### src/rtl/vram_port_arbiter.sv
// Single-port framebuffer BRAM arbiter: display fetch owns every 16th active cycle,
// the write and read requesters share all remaining cycles round-robin.
module vram_port_arbiter #(
  parameter int ADDR_W   = 14,
  parameter int H_ACTIVE = 1024,
  parameter int V_ACTIVE = 768
) (
  input  logic              clk,
  input  logic              reset_n,
  input  logic [10:0]       hcount,
  input  logic [9:0]        vcount,
  input  logic              hsync,
  input  logic              vsync,
  input  logic              blank,
  output logic              hsync_out,
  output logic              vsync_out,
  output logic              blank_out,
  output logic [3:0]        pix,
  input  logic              wr_valid,
  input  logic [ADDR_W-1:0] wr_addr,
  input  logic [15:0]       wr_data,
  output logic              wr_ready,
  input  logic              rd_valid,
  input  logic [ADDR_W-1:0] rd_addr,
  output logic              rd_ready,
  output logic [15:0]       rd_data,
  output logic              rd_data_valid,
  output logic [ADDR_W-1:0] mem_addr,
  output logic              mem_we,
  output logic [15:0]       mem_wdata,
  input  logic [15:0]       mem_rdata
);

  localparam logic [10:0] H_LIM = 11'(H_ACTIVE);
  localparam logic [9:0]  V_LIM = 10'(V_ACTIVE);

  localparam logic GRANT_READ  = 1'b0;
  localparam logic GRANT_WRITE = 1'b1;

  logic              in_active;
  logic              disp_slot;
  logic              free_slot;
  logic              wr_grant;
  logic              rd_grant;
  logic              last_grant;
  logic [ADDR_W-1:0] fetch_addr;

  logic [2:0]        hs_pipe;
  logic [2:0]        vs_pipe;
  logic [2:0]        bl_pipe;
  logic [2:0]        act_pipe;
  logic [2:0][1:0]   quad_pipe;
  logic [1:0]        disp_pipe;
  logic [1:0]        rd_pipe;
  logic [15:0]       word_reg;

  assign in_active  = (hcount < H_LIM) && (vcount < V_LIM);
  assign disp_slot  = in_active && (hcount[3:0] == 4'd0);
  assign free_slot  = reset_n && !disp_slot;
  assign fetch_addr = ADDR_W'({vcount[9:2], hcount[9:4]});

  // Handshake: a requester holds valid (and stable addr/data) until it sees
  // valid && ready in the same cycle; ready is only raised for a valid request
  // and depends on the counters, both valids and last_grant, never on itself.
  assign wr_grant = free_slot && wr_valid && (!rd_valid || (last_grant == GRANT_READ));
  assign rd_grant = free_slot && rd_valid && (!wr_valid || (last_grant == GRANT_WRITE));
  assign wr_ready = wr_grant;
  assign rd_ready = rd_grant;

  always_ff @(posedge clk) begin
    if (!reset_n) begin
      mem_addr      <= '0;
      mem_we        <= 1'b0;
      mem_wdata     <= '0;
      last_grant    <= GRANT_READ;
      rd_pipe       <= '0;
      rd_data       <= '0;
      rd_data_valid <= 1'b0;
    end else begin
      mem_we <= wr_grant;
      if (disp_slot) begin
        mem_addr <= fetch_addr;
      end else if (wr_grant) begin
        mem_addr   <= wr_addr;
        mem_wdata  <= wr_data;
        last_grant <= GRANT_WRITE;
      end else if (rd_grant) begin
        mem_addr   <= rd_addr;
        last_grant <= GRANT_READ;
      end
      // mem_rdata for a read granted at t is present at t+2.
      rd_pipe       <= {rd_pipe[0], rd_grant};
      rd_data_valid <= rd_pipe[1];
      if (rd_pipe[1]) begin
        rd_data <= mem_rdata;
      end
    end
  end

  always_ff @(posedge clk) begin
    if (!reset_n) begin
      hs_pipe   <= '0;
      vs_pipe   <= '0;
      bl_pipe   <= '0;
      act_pipe  <= '0;
      quad_pipe <= '0;
      disp_pipe <= '0;
      word_reg  <= '0;
    end else begin
      hs_pipe   <= {hs_pipe[1:0], hsync};
      vs_pipe   <= {vs_pipe[1:0], vsync};
      bl_pipe   <= {bl_pipe[1:0], blank};
      act_pipe  <= {act_pipe[1:0], in_active};
      quad_pipe <= {quad_pipe[1:0], hcount[3:2]};
      disp_pipe <= {disp_pipe[0], disp_slot};
      if (disp_pipe[1]) begin
        word_reg <= mem_rdata;
      end
    end
  end

  assign hsync_out = hs_pipe[2];
  assign vsync_out = vs_pipe[2];
  assign blank_out = bl_pipe[2];
  // Each word covers 4 fb pixels; each fb pixel spans 4 screen pixels.
  assign pix = act_pipe[2] ? word_reg[{quad_pipe[2], 2'b00} +: 4] : 4'd0;

endmodule

### config.mk
export PLATFORM = sky130hd
export DESIGN_NAME = vram_port_arbiter
export DESIGN_NICKNAME = d
export VERILOG_FILES = /design/src/rtl/vram_port_arbiter.sv
export SDC_FILE = /design/constraint.sdc
export NUM_CORES = 1
export LEC_CHECK = 0
export ABC_AREA = 1
export CAP_MARGIN = 20
export CORE_MARGIN = 10
export CORE_UTILIZATION = 46
export DETAILED_ROUTE_END_ITERATION = 6
export GPL_ROUTABILITY_DRIVEN = 0
export HOLD_SLACK_MARGIN = 0.08
export PLACE_DENSITY = 0.84
export SLEW_MARGIN = 20
export SYNTH_ARGS = -nofsm -noshare
export SYNTH_HDL_FRONTEND = slang
export SYNTH_SLANG_ARGS = --single-unit
### constraint.sdc
create_clock -name clk -period 2.3 [get_ports clk]
set_input_delay 0.46 -clock clk [delete_from_list [all_inputs] [get_ports clk]]
set_output_delay 0.46 -clock clk [all_outputs]
set_load 0.05 [all_outputs]
After elaboration in Yosys (flattened, before gate mapping). Index checks and enable logic that the tools add are counted.

Register bits: 87. Input port bits: 88. Output and inout port bits: 57. Word-level logic and storage cells: 44.

Order comparisons: 2. Shifts and indexed selects: 1. Mux-type cells: 6. Bitwise operators: 2. Reduce and logical (&&, ||, !) cells: 17.

Operators with widths (number): 14-bit 2-to-1 mux (3); 16-bit by 5-bit indexed part select with 4-bit output (1); 11-bit < comparator (second input constant) (1); 10-bit < comparator (second input constant) (1); 1-bit logical AND (7); 4-bit zero test (1); 4-bit 2-to-1 mux (1); 2-bit AND reduction (2); 1-bit zero test (3); 3-bit nonzero test (1); 1-bit logical OR (2); 1-bit 2-to-1 mux (2); 1-bit inverter (2); 2-bit nonzero test (1).

Logic depth before layout (Yosys ltp). Gate-level depths: netlist (run 1).

Depth after elaboration: 10. Gate-level depth with buffers: 11. Depth with buffers taken out: 10.

Least setup slack after synthesis (run 1). OpenSTA, ideal clock, no wires.

Kind: register to output. From: register quad_pipe[4] (netlist bit). To: output port pix[0]. Arrival: 1.520 ns. Data required time: 1.840 ns. Path slack: 0.320 ns. Stages on the path, launching flop included: 6. Cells stage by stage: dfxtp_1 clkbuf_1 nor2_1 nor2_1 o21ai_0 a21oi_1.

Word-level cells in the longest chain between the ends: 2.

Ends and longest elaborated chain: start, declared (RTL line 52) `logic [2:0][1:0] quad_pipe;`; start signal, assigned (RTL line 114) `quad_pipe <= {quad_pipe[1:0], hcount[3:2]};`; 16-bit by 5-bit indexed part select with 4-bit output (RTL line 126) `assign pix = act_pipe[2] ? word_reg[{quad_pipe[2], 2'b00} +: 4] : 4'd0;`; 4-bit 2-to-1 mux (RTL line 126); end, declared (RTL line 18) `output logic [3:0] pix,`.

Every way passes these cells.

Worst setup path after layout (run 1).
From: input port vcount[9]. To: output port wr_ready.

Word-level cells in the longest chain between the ends: 7.

Ends and longest elaborated chain: start, declared (RTL line 11) `input logic [9:0] vcount,`; 10-bit < comparator (RTL line 57) `assign in_active = (hcount < H_LIM) && (vcount < V_LIM);`; 1-bit logical AND (RTL line 57); 1-bit logical AND (RTL line 58) `assign disp_slot = in_active && (hcount[3:0] == 4'd0);`; 1-bit zero test (RTL line 59) `assign free_slot = reset_n && !disp_slot;`; 1-bit logical AND (RTL line 59); 1-bit logical AND (2 in series) (RTL line 65) `assign wr_grant = free_slot && wr_valid && (!rd_valid || (last_grant == GRANT_READ));`; end, declared (RTL line 22) `output logic wr_ready,`.

Every way passes these cells.

==> qor.yml, run 1 <==
placed_design:
  dp_hpwl_mm: 8.18
  io_buffers: 142
power:
  power.internal_w: 0.00231
  swShare_pct: 31.2
  clkPwrFrac_pct: 30.1
  power_switching_w: 0.00105
  p_seq_share_pct: 48.2
  peakVddDrop_uv: 264
  combPwrFrac_pct: 21.7
  p_total_w: 0.00336
  power_density_nw_per_um2: 637
  p_leak_nw: 2.56
worst_setup_path:
  reg2reg_from: "last_grant"
  crit_start: "vcount[9]"
  critPathKind: "input pin to output pin"
  r2r_end: "mem_addr[1]"
  crit_path_end_kind: "output pin"
  ff2ff_path_depth: 9
  cp-start-kind: "input pin"
  crit_arrival_ns: 1.73
  cp-endpoint: "wr_ready"
  crit_fanout: 6
  r2r_slack_ns: 0.86
  critical_path_required_ns: 1.84
timing:
  drv_slew: 0
  fmax_ghz: 0.457
  tightest_slew_ns: 0.560
  fin_crit_ns: 2.19
  slew_headroom_pct: 62.5
  rsz0062_at_grt: "false"
  setup_tns_ns: 0
  hold_viol: 0
  fin_skew_ns: 0.0115
  finalSetupViolations: 0
  min_period_over_period_pct: 95.2
floorplanning:
  die_y_um: 108
  start_util_pct: 47.9
  core_um2: 7370
  die_area_um2: 11600
  die_w_um: 108
  boundaryPins: 145
  rows: 31
logic_synthesis:
  yosysWarnings: 0
  synth_seq_cells: 87
  yosysTopAreaCellShare_pct: 49.3
  ys_seq_area_share_pct: 49.3
  synth.avg_cell_area_um2: 7.10
  yosysTopAreaCell: "dfxtp_1"
  syn_nets: 585
  synth_area_um2: 3530
  yosys-top-cells-area: "dfxtp_1, nor2_1, nand2_1"
  synth_cell_type_count: 24
  synthCells: 497
clock_network:
  htree_levels: 3
  cts.sinks: 87
  insertion_delay_ns: 0.36
  cts_inserted_buffers: 9
  hold_buffers: 0
  post_cts_buffers: 0
  clockBufferDepth: 2
  tritoncts: "done"
  cts_root_buf: "clkbuf_8"
  clkTransAtPathRegs_ns: 0.09
  ctsResizeCount: 0
routing:
  viasPerCell: 4.83
  vias: 3597
  routed_wl_mm: 10.6
  routedWlPerCell_um: 14.2
  drc: 0
  ant_nets: 0
  drt_first_pass_iters: 4
  first_iter_violations: 111
layout:
  layout_common_cells: "clkdlybuf4s50_1, nor2_1, nand2_1, dfxtp_1, inv_1"
  syn_to_final_growth_pct: 49.4
  drive_above_1_share_pct: 7.28
  diodes: 0
  final_common_cell: "clkdlybuf4s50_1"
  final_nets: 729
global_routing:
  grt_max_degree: 44
  overflow: 0
  antenna_found_initial: 1
  grt_first_pass_wirelength_mm: 17.3
  grt_usage_pct: 18.3
  grt_pass1_vias: 3639
outcome:
  status: "complete, no violations"
worst_hold_path:
  hold_path.class: "register to register"
  whs_path_depth: 2
job:
  cap_violations: 0
cells by family (layout without fill, tap and decap cells):
group                  count (synthesis)  after routing  synth area share [%]
AND/OR/NAND/NOR                      267            267                  31.4
flip-flops                            87             87                  49.3
buffers and inverters                 86            235                  10.0
AO/OA/AOI/OAI                         53             53                  8.15
multiplexers                           4              4                  1.13
layer usage:
metal  vias up  GRT usage [%]  wire (µm)
met4         0           4.77         85
met2       117           31.7       5220
met3        10           8.56       1110
met1      1652           19.6       4200
met5         -              0          0
li1       1818              -          -
area by class of cell:
type	count	area, µm²
fill	605	2100
clock buffer	9	124
sequential	87	1740
clock inverter	7	61.3
inverter	61	229
tap	99	124
timing repair buffer	158	1560
multi-input combinational	324	1440
cell usage after synthesis:
| cell type | count |
|---|---|
| a21boi_1 | 1 |
| a21boi_4 | 1 |
| a21oi_1 | 9 |
| buf_1 | 4 |
| buf_2 | 10 |
| buf_4 | 1 |
| buf_6 | 2 |
| clkbuf_1 | 8 |
| dfxtp_1 | 87 |
| inv_1 | 60 |
| inv_2 | 1 |
| mux2i_1 | 4 |
| nand2_1 | 107 |
| nand2_2 | 2 |
| nand3_1 | 33 |
| nand3_4 | 1 |
| nand3b_1 | 4 |
| nand4_1 | 8 |
| nor2_1 | 110 |
| nor2_2 | 1 |
| nor2_4 | 1 |
| o21ai_0 | 40 |
| o21ai_2 | 1 |
| o31ai_1 | 1 |
critical path: stages:
cell	delay, ns
clkdlybuf4s50_1	0.52
nand2_1	0.09
nand2_2	0.10
inv_1	0.06
nand2_2	0.15
nand3_4	0.10
inv_2	0.11
buf_12	0.14
how the worst min path moves through the flow:
stage,startpoint,to
after floorplan,act_pipe[0],act_pipe[1]
after global placement,vs_pipe[0],vs_pipe[1]
after detailed placement,disp_pipe[0],disp_pipe[1]
after CTS,rd_pipe[0],rd_pipe[1]
after global routing,act_pipe[1],act_pipe[2]
final,act_pipe[1],act_pipe[2]
power groups by stage:
stage	sequential (W)	clock [W]	combinational (W)
finish	0.00162	0.00101	0.000731
global route	0.00163	0.00110	0.000783
CTS	0.00162	0.00104	0.000735
detailed placement	0.00165	0	0.000732
global placement	0.00165	0	0.000719
floorplan	0.00185	0	0.000198
stage by stage:
step | hold slack [ns] | setup WS [ns] | cells | utilization (%) | instance area (µm²)
2_1_floorplan | 0.390 | 0.320 | 497 | - | 3530
3_5_place_dp | 0.398 | 0.130 | 729 | 69.0 | 5090
3_3_place_gp | 0.391 | 0.148 | 729 | 69.0 | 5090
5_1_grt | 0.433 | 0.0458 | 745 | 71.6 | 5270
4_1_cts | 0.417 | 0.111 | 745 | 71.6 | 5270
6_report | 0.415 | 0.111 | 745 | 71.6 | 5270
No activity file was read; power rests on OpenSTA's default activity.
==> run 2, diff against run 1 <==
--- a/config.mk
+++ b/config.mk
@@ -9,9 +9,12 @@
 export CAP_MARGIN = 20
 export CORE_MARGIN = 10
 export CORE_UTILIZATION = 46
+export CTS_CLUSTER_DIAMETER = 30
+export CTS_CLUSTER_SIZE = 25
 export DETAILED_ROUTE_END_ITERATION = 6
 export GPL_ROUTABILITY_DRIVEN = 0
 export HOLD_SLACK_MARGIN = 0.08
+export MAX_ROUTING_LAYER = met4
 export PLACE_DENSITY = 0.84
 export SLEW_MARGIN = 20
 export SYNTH_ARGS = -nofsm -noshare
==> qor.yml, run 2 (synthesis results as in run 1) <==
floorplanning:
  die_y_um: 108  # unchanged
  start_util_pct: 47.9  # unchanged
  die_area_um2: 11600  # unchanged
  rows: 31  # unchanged
  core_um2: 7370  # unchanged
  die_w_um: 108  # unchanged
  boundaryPins: 145  # unchanged
clock_network:
  ctsResizeCount: 0  # unchanged
  clockBufferDepth: 2  # unchanged
  cts.sinks: 87  # unchanged
  htree_levels: 3  # unchanged
  cts_root_buf: "clkbuf_8"
  hold_buffers: 0  # unchanged
  tritoncts: "done"
  clkTransAtPathRegs_ns: 0.09  # about the same
  insertion_delay_ns: 0.35  # about the same
  post_cts_buffers: 0  # unchanged
  cts_inserted_buffers: 9  # unchanged
layout:
  layout.area.seq_um2: 1740  # unchanged
  final_common_cell: "clkdlybuf4s50_1"
  fin_util_pct: 71.6  # about the same
  drive_above_1_share_pct: 7.28  # unchanged
  final_nets: 729  # unchanged
  stdcell_area_um2: 5280  # about the same
  nFillCells: 604  # -0.17%
  multi_input_comb_area_um2: 1440  # unchanged
  layout_common_cells: "clkdlybuf4s50_1, nor2_1, nand2_1, dfxtp_1, inv_1"
  syn_to_final_growth_pct: 49.4  # about the same
global_routing:
  overflow: 0  # unchanged
  grt_first_pass_wirelength_mm: 17.3  # -0.16%
  grt_usage_pct: 18.9  # +0.59 points
  antenna_found_initial: 1  # unchanged
  grt_max_degree: 44  # unchanged
  grt_pass1_vias: 3647  # +0.22%
worst_hold_path:
  hold_path.class: "register to register"
  whs_path_depth: 2  # unchanged
  min_from: "act_pipe[1]"
  hold_path_end: "act_pipe[2]"
timing:
  rsz0062_at_grt: "false"
  setup_tns_ns: 0  # unchanged
  hold_viol: 0  # unchanged
  hold_ws_ns: 0.417  # +0.00208 ns
  min_period_over_period_pct: 94.9  # -0.25 points
  tightest_slew_ns: 0.575  # +0.0146 ns
  fmax_ghz: 0.458  # +0.26%
  fin_crit_ns: 2.18  # -0.00570 ns
  finalSetupViolations: 0  # unchanged
  drv_slew: 0  # unchanged
  slew_headroom_pct: 61.6  # -0.98 points
  fin_skew_ns: 0.0118  # +0.000344 ns
routing:
  drt_first_pass_iters: 5  # +1
  first_iter_violations: 113  # +1.8%
  routedWlPerCell_um: 14.2  # -0.22%
  ant_nets: 0  # unchanged
  drc: 0  # unchanged
  viasPerCell: 4.83  # about the same
  routed_wl_mm: 10.6  # about the same
  vias: 3605  # +0.22%
worst_setup_path:
  r2r_end: "mem_addr[7]"
  critical_path_required_ns: 1.84  # about the same
  crit_fanout: 6  # unchanged
  reg2reg_from: "last_grant"
  cp-start-kind: "input pin"
  critPathKind: "input pin to output pin"
  crit_path_end_kind: "output pin"
  ff2ff_path_depth: 9  # unchanged
  crit_arrival_ns: 1.72  # about the same
  r2r_slack_ns: 0.85  # about the same
placed_design:
  io_buffers: 142  # unchanged
  place_area_um2: 5090  # unchanged
  dp_hpwl_mm: 8.18  # unchanged
power:
  power_density_nw_per_um2: 636  # -0.13%
  peakVddDrop_uv: 260  # -1.5%
  swShare_pct: 31.2  # -0.067 points
  clkPwrFrac_pct: 30.0  # about the same
  power.internal_w: 0.00231  # about the same
  p_leak_nw: 2.56  # about the same
  p_seq_share_pct: 48.2  # about the same
  combPwrFrac_pct: 21.8  # about the same
  power_switching_w: 0.00105  # -0.30%
job:
  cap_violations: 0  # unchanged
outcome:
  status: "complete, no violations"
## run 2: how the worst max path moves through the flow
stage | start | end | slack, ns
2_1_floorplan | quad_pipe[4] | pix[0] | 0.32
3_3_place_gp | vcount[9] | wr_ready | 0.15
3_5_place_dp | vcount[9] | mem_addr[1] | 0.13
4_1_cts | vcount[9] | wr_ready | 0.11
5_1_grt | vcount[9] | wr_ready | 0.05
6_report | vcount[9] | wr_ready | 0.12
## run 2: per-layer routing
layer	up-vias	track usage, %	share of wire, %
li1	1821	-	-
met2	129	31.7	50
met4	0	4.77	0.31
met5	-	-	0
met1	1653	20.2	39
met3	2	7.78	11
## run 2: cell type report
class,count,share of cell area [%]
flip-flops and latches,87,33.0
repair buffers,158,29.5
multi-input cells,324,27.2
inverters,61,4.34
clock buffers,9,2.35
well taps,99,2.35
clock inverters,7,1.16
diodes,1,0.0474
## run 2: worst max-delay path, stage by stage
cell,delay [ns]
clkdlybuf4s50_1,0.52
nand2_1,0.09
nand2_2,0.10
inv_1,0.06
nand2_2,0.15
nand3_4,0.10
inv_2,0.11
buf_12,0.14
## run 2: per-stage QoR
stage               power, W  std cells  worst slack, ns
finish               0.00336        746            0.117
global route         0.00352        746           0.0458
CTS                  0.00339        745            0.111
detailed placement   0.00239        729            0.130
global placement     0.00237        729            0.148
floorplan            0.00204        497            0.320
## run 2: power groups by stage
stage	sequential, W	combinational (W)	clock, W
2_1_floorplan	0.00185	0.000198	0
3_3_place_gp	0.00165	0.000719	0
3_5_place_dp	0.00165	0.000732	0
4_1_cts	0.00162	0.000735	0.00104
5_1_grt	0.00163	0.000783	0.00111
6_report	0.00162	0.000731	0.00101
==> run 3, diff against run 2 <==
--- a/config.mk
+++ b/config.mk
@@ -16,6 +16,7 @@
 export HOLD_SLACK_MARGIN = 0.08
 export MAX_ROUTING_LAYER = met4
 export PLACE_DENSITY = 0.84
+export SETUP_SLACK_MARGIN = 0.5
 export SLEW_MARGIN = 20
 export SYNTH_ARGS = -nofsm -noshare
 export SYNTH_HDL_FRONTEND = slang
==> qor.yml, run 3 (synthesis results as in run 1) <==
routing:
  first_iter_violations: 132  # +17%
  vias: 3648  # +1.2%
  routed_wl_mm: 11.0  # +4.1%
  routedWlPerCell_um: 14.6  # +2.5%
  viasPerCell: 4.82  # -0.28%
  ant_nets: 0  # unchanged
  drt_first_pass_iters: 4  # -1
  drc: 0  # unchanged
layout:
  final_nets: 741  # +1.6%
  diodes: 0  # -1
  layout.area.seq_um2: 1750  # +0.50%
  stdcell_area_um2: 5400  # +2.4%
  layout_common_cells: "nor2_1, nand2_1, dfxtp_1, clkdlybuf4s50_1, inv_1"
  nFillCells: 598  # -0.99%
  fin_util_pct: 73.3  # +1.7 points
  final_common_cell: "nor2_1"
  multi_input_comb_area_um2: 1500  # +4.4%
  drive_above_1_share_pct: 12.2  # +4.9 points
  syn_to_final_growth_pct: 53.0
worst_setup_path:
  ff2ff_path_depth: 3  # -6
  crit_arrival_ns: 1.40  # -0.32 ns
  cp-start-kind: "register"
  crit_path_end_kind: "output pin"
  r2r_slack_ns: 0.83  # -0.02 ns
  critical_path_required_ns: 1.84  # about the same
  r2r_end: "rd_data[7]"
  reg2reg_from: "rd_pipe[1]"
  critPathKind: "register to output pin"
  crit_fanout: 5  # -1
job:
  cap_violations: 0  # unchanged
clock_network:
  cts.sinks: 87  # unchanged
  tritoncts: "done"
  htree_levels: 3  # unchanged
  clkTransAtPathRegs_ns: 0.09  # about the same
  clockBufferDepth: 2  # unchanged
  cts_root_buf: "clkbuf_8"
  insertion_delay_ns: 0.35  # about the same
  cts_inserted_buffers: 9  # unchanged
floorplanning:
  core_um2: 7370  # unchanged
  die_area_um2: 11600  # unchanged
  rows: 31  # unchanged
  start_util_pct: 47.9  # unchanged
  die_y_um: 108  # unchanged
  die_w_um: 108  # unchanged
  boundaryPins: 145  # unchanged
timing:
  rsz0062_at_grt: "true"
  drv_slew: 0  # unchanged
  tightest_slew_ns: 0.583  # +0.00769 ns
  min_period_over_period_pct: 80.9  # -14 points
  fmax_ghz: 0.538  # +17%
  hold_ws_ns: 0.316  # -0.101 ns
  fin_skew_ns: 0.00988  # -0.00195 ns
  hold_viol: 0  # unchanged
  slew_headroom_pct: 61.1  # -0.45 points
  fin_crit_ns: 1.86  # -0.323 ns
  setup_tns_ns: 0  # unchanged
  finalSetupViolations: 0  # unchanged
worst_hold_path:
  hold_path.class: "input pin to register"
  hold_path_end: "quad_pipe[0]"
  min_from: "hcount[2]"
  whs_path_depth: 3  # +1
global_routing:
  grt_first_pass_wirelength_mm: 17.1  # -0.64%
  grt_max_degree: 41  # -6.8%
  grt_usage_pct: 18.7  # -0.17 points
  grt_pass1_vias: 3630  # -0.47%
  overflow: 0  # unchanged
  antenna_found_initial: 0  # -1
power:
  peakVddDrop_uv: 339  # +31%
  p_leak_nw: 2.84  # +11%
  power_density_nw_per_um2: 611  # -4.0%
outcome:
  status: "complete, no violations"
placed_design:
  place_area_um2: 5080  # -0.25%
  dp_hpwl_mm: 8.13  # -0.55%
  io_buffers: 142  # unchanged
## run 3: changes by cell type in the layout (fill, tap and decap cells not counted), moves of 4 or more
cell | previous run | this run
a21oi_1 | 9 | 5
a21oi_2 | 0 | 4
inv_1 | 60 | 56
o21ai_0 | 40 | 34
clkdlybuf4s15_1 | 0 | 4
dlygate4sd2_1 | 0 | 53
clkdlybuf4s50_1 | 135 | 75
o21ai_1 | 0 | 6
buf_6 | 0 | 7
## run 3: worst max-delay path, cell delays in order, from the launching register on
cell and delay [ns]:
dfxtp_4 0.38, buf_6 0.13, nor2_1 0.04, nor2_1 0.07, o21ai_1 0.08, a21oi_2 0.18, buf_6 0.18
## run 3: timing repair
item	CTS	global route
setup buffers	9	3
cloned	0	2
hold buffers	0	0
endpoints found under the setup margin	57	18
gates resized for setup	85	24
pin swaps	7	13
## run 3: worst max-delay path by stage
stage                     depth (start not counted)  slack (ns)        to    startpoint
after floorplan                                   7        0.54  wr_ready     hcount[1]
after global placement                            8        0.23  rd_ready     hcount[3]
after detailed placement                          8        0.18  rd_ready     hcount[3]
after CTS                                         6        0.43    pix[3]  quad_pipe[4]
after global routing                              6        0.37    pix[1]  quad_pipe[4]
final                                             6        0.44    pix[2]  quad_pipe[4]
## run 3: area by class of cell
class	count	area share [%]
Tap cell	99	2.29
Clock inverter	6	0.834
Clock buffer	10	2.36
Inverter	61	4.33
Multi-Input combinational cell	324	27.7
Timing Repair Buffer	170	30.1
Sequential cell	87	32.4
## run 3: power by group
part	switching [W]	internal (W)	total (W)	leakage, nW
clock	0.000557	0.000399	0.000956	0.0793
sequential	0.0000364	0.00158	0.00161	0.714
combinational	0.000435	0.000296	0.000732	2.05
total	0.00103	0.00227	0.00330	2.84
## run 3: metal layers
metal	share of wire (%)	vias up	wire (µm)	track usage, %
met1	41	1680	4470	19.6
li1	-	1840	-	-
met2	51	108	5680	32.5
met3	5.8	20	639	5.21
met4	2.2	0	248	7.54
met5	0	-	0	-
## run 3: per-stage QoR
step / total power (W) / instances / setup WS (ns)
3_3_place_gp: 0.00237 / 727 / 0.232
3_5_place_dp: 0.00238 / 727 / 0.178
2_1_floorplan: 0.00204 / 497 / 0.542
5_1_grt: 0.00345 / 757 / 0.372
4_1_cts: 0.00329 / 752 / 0.433
6_report: 0.00330 / 757 / 0.440
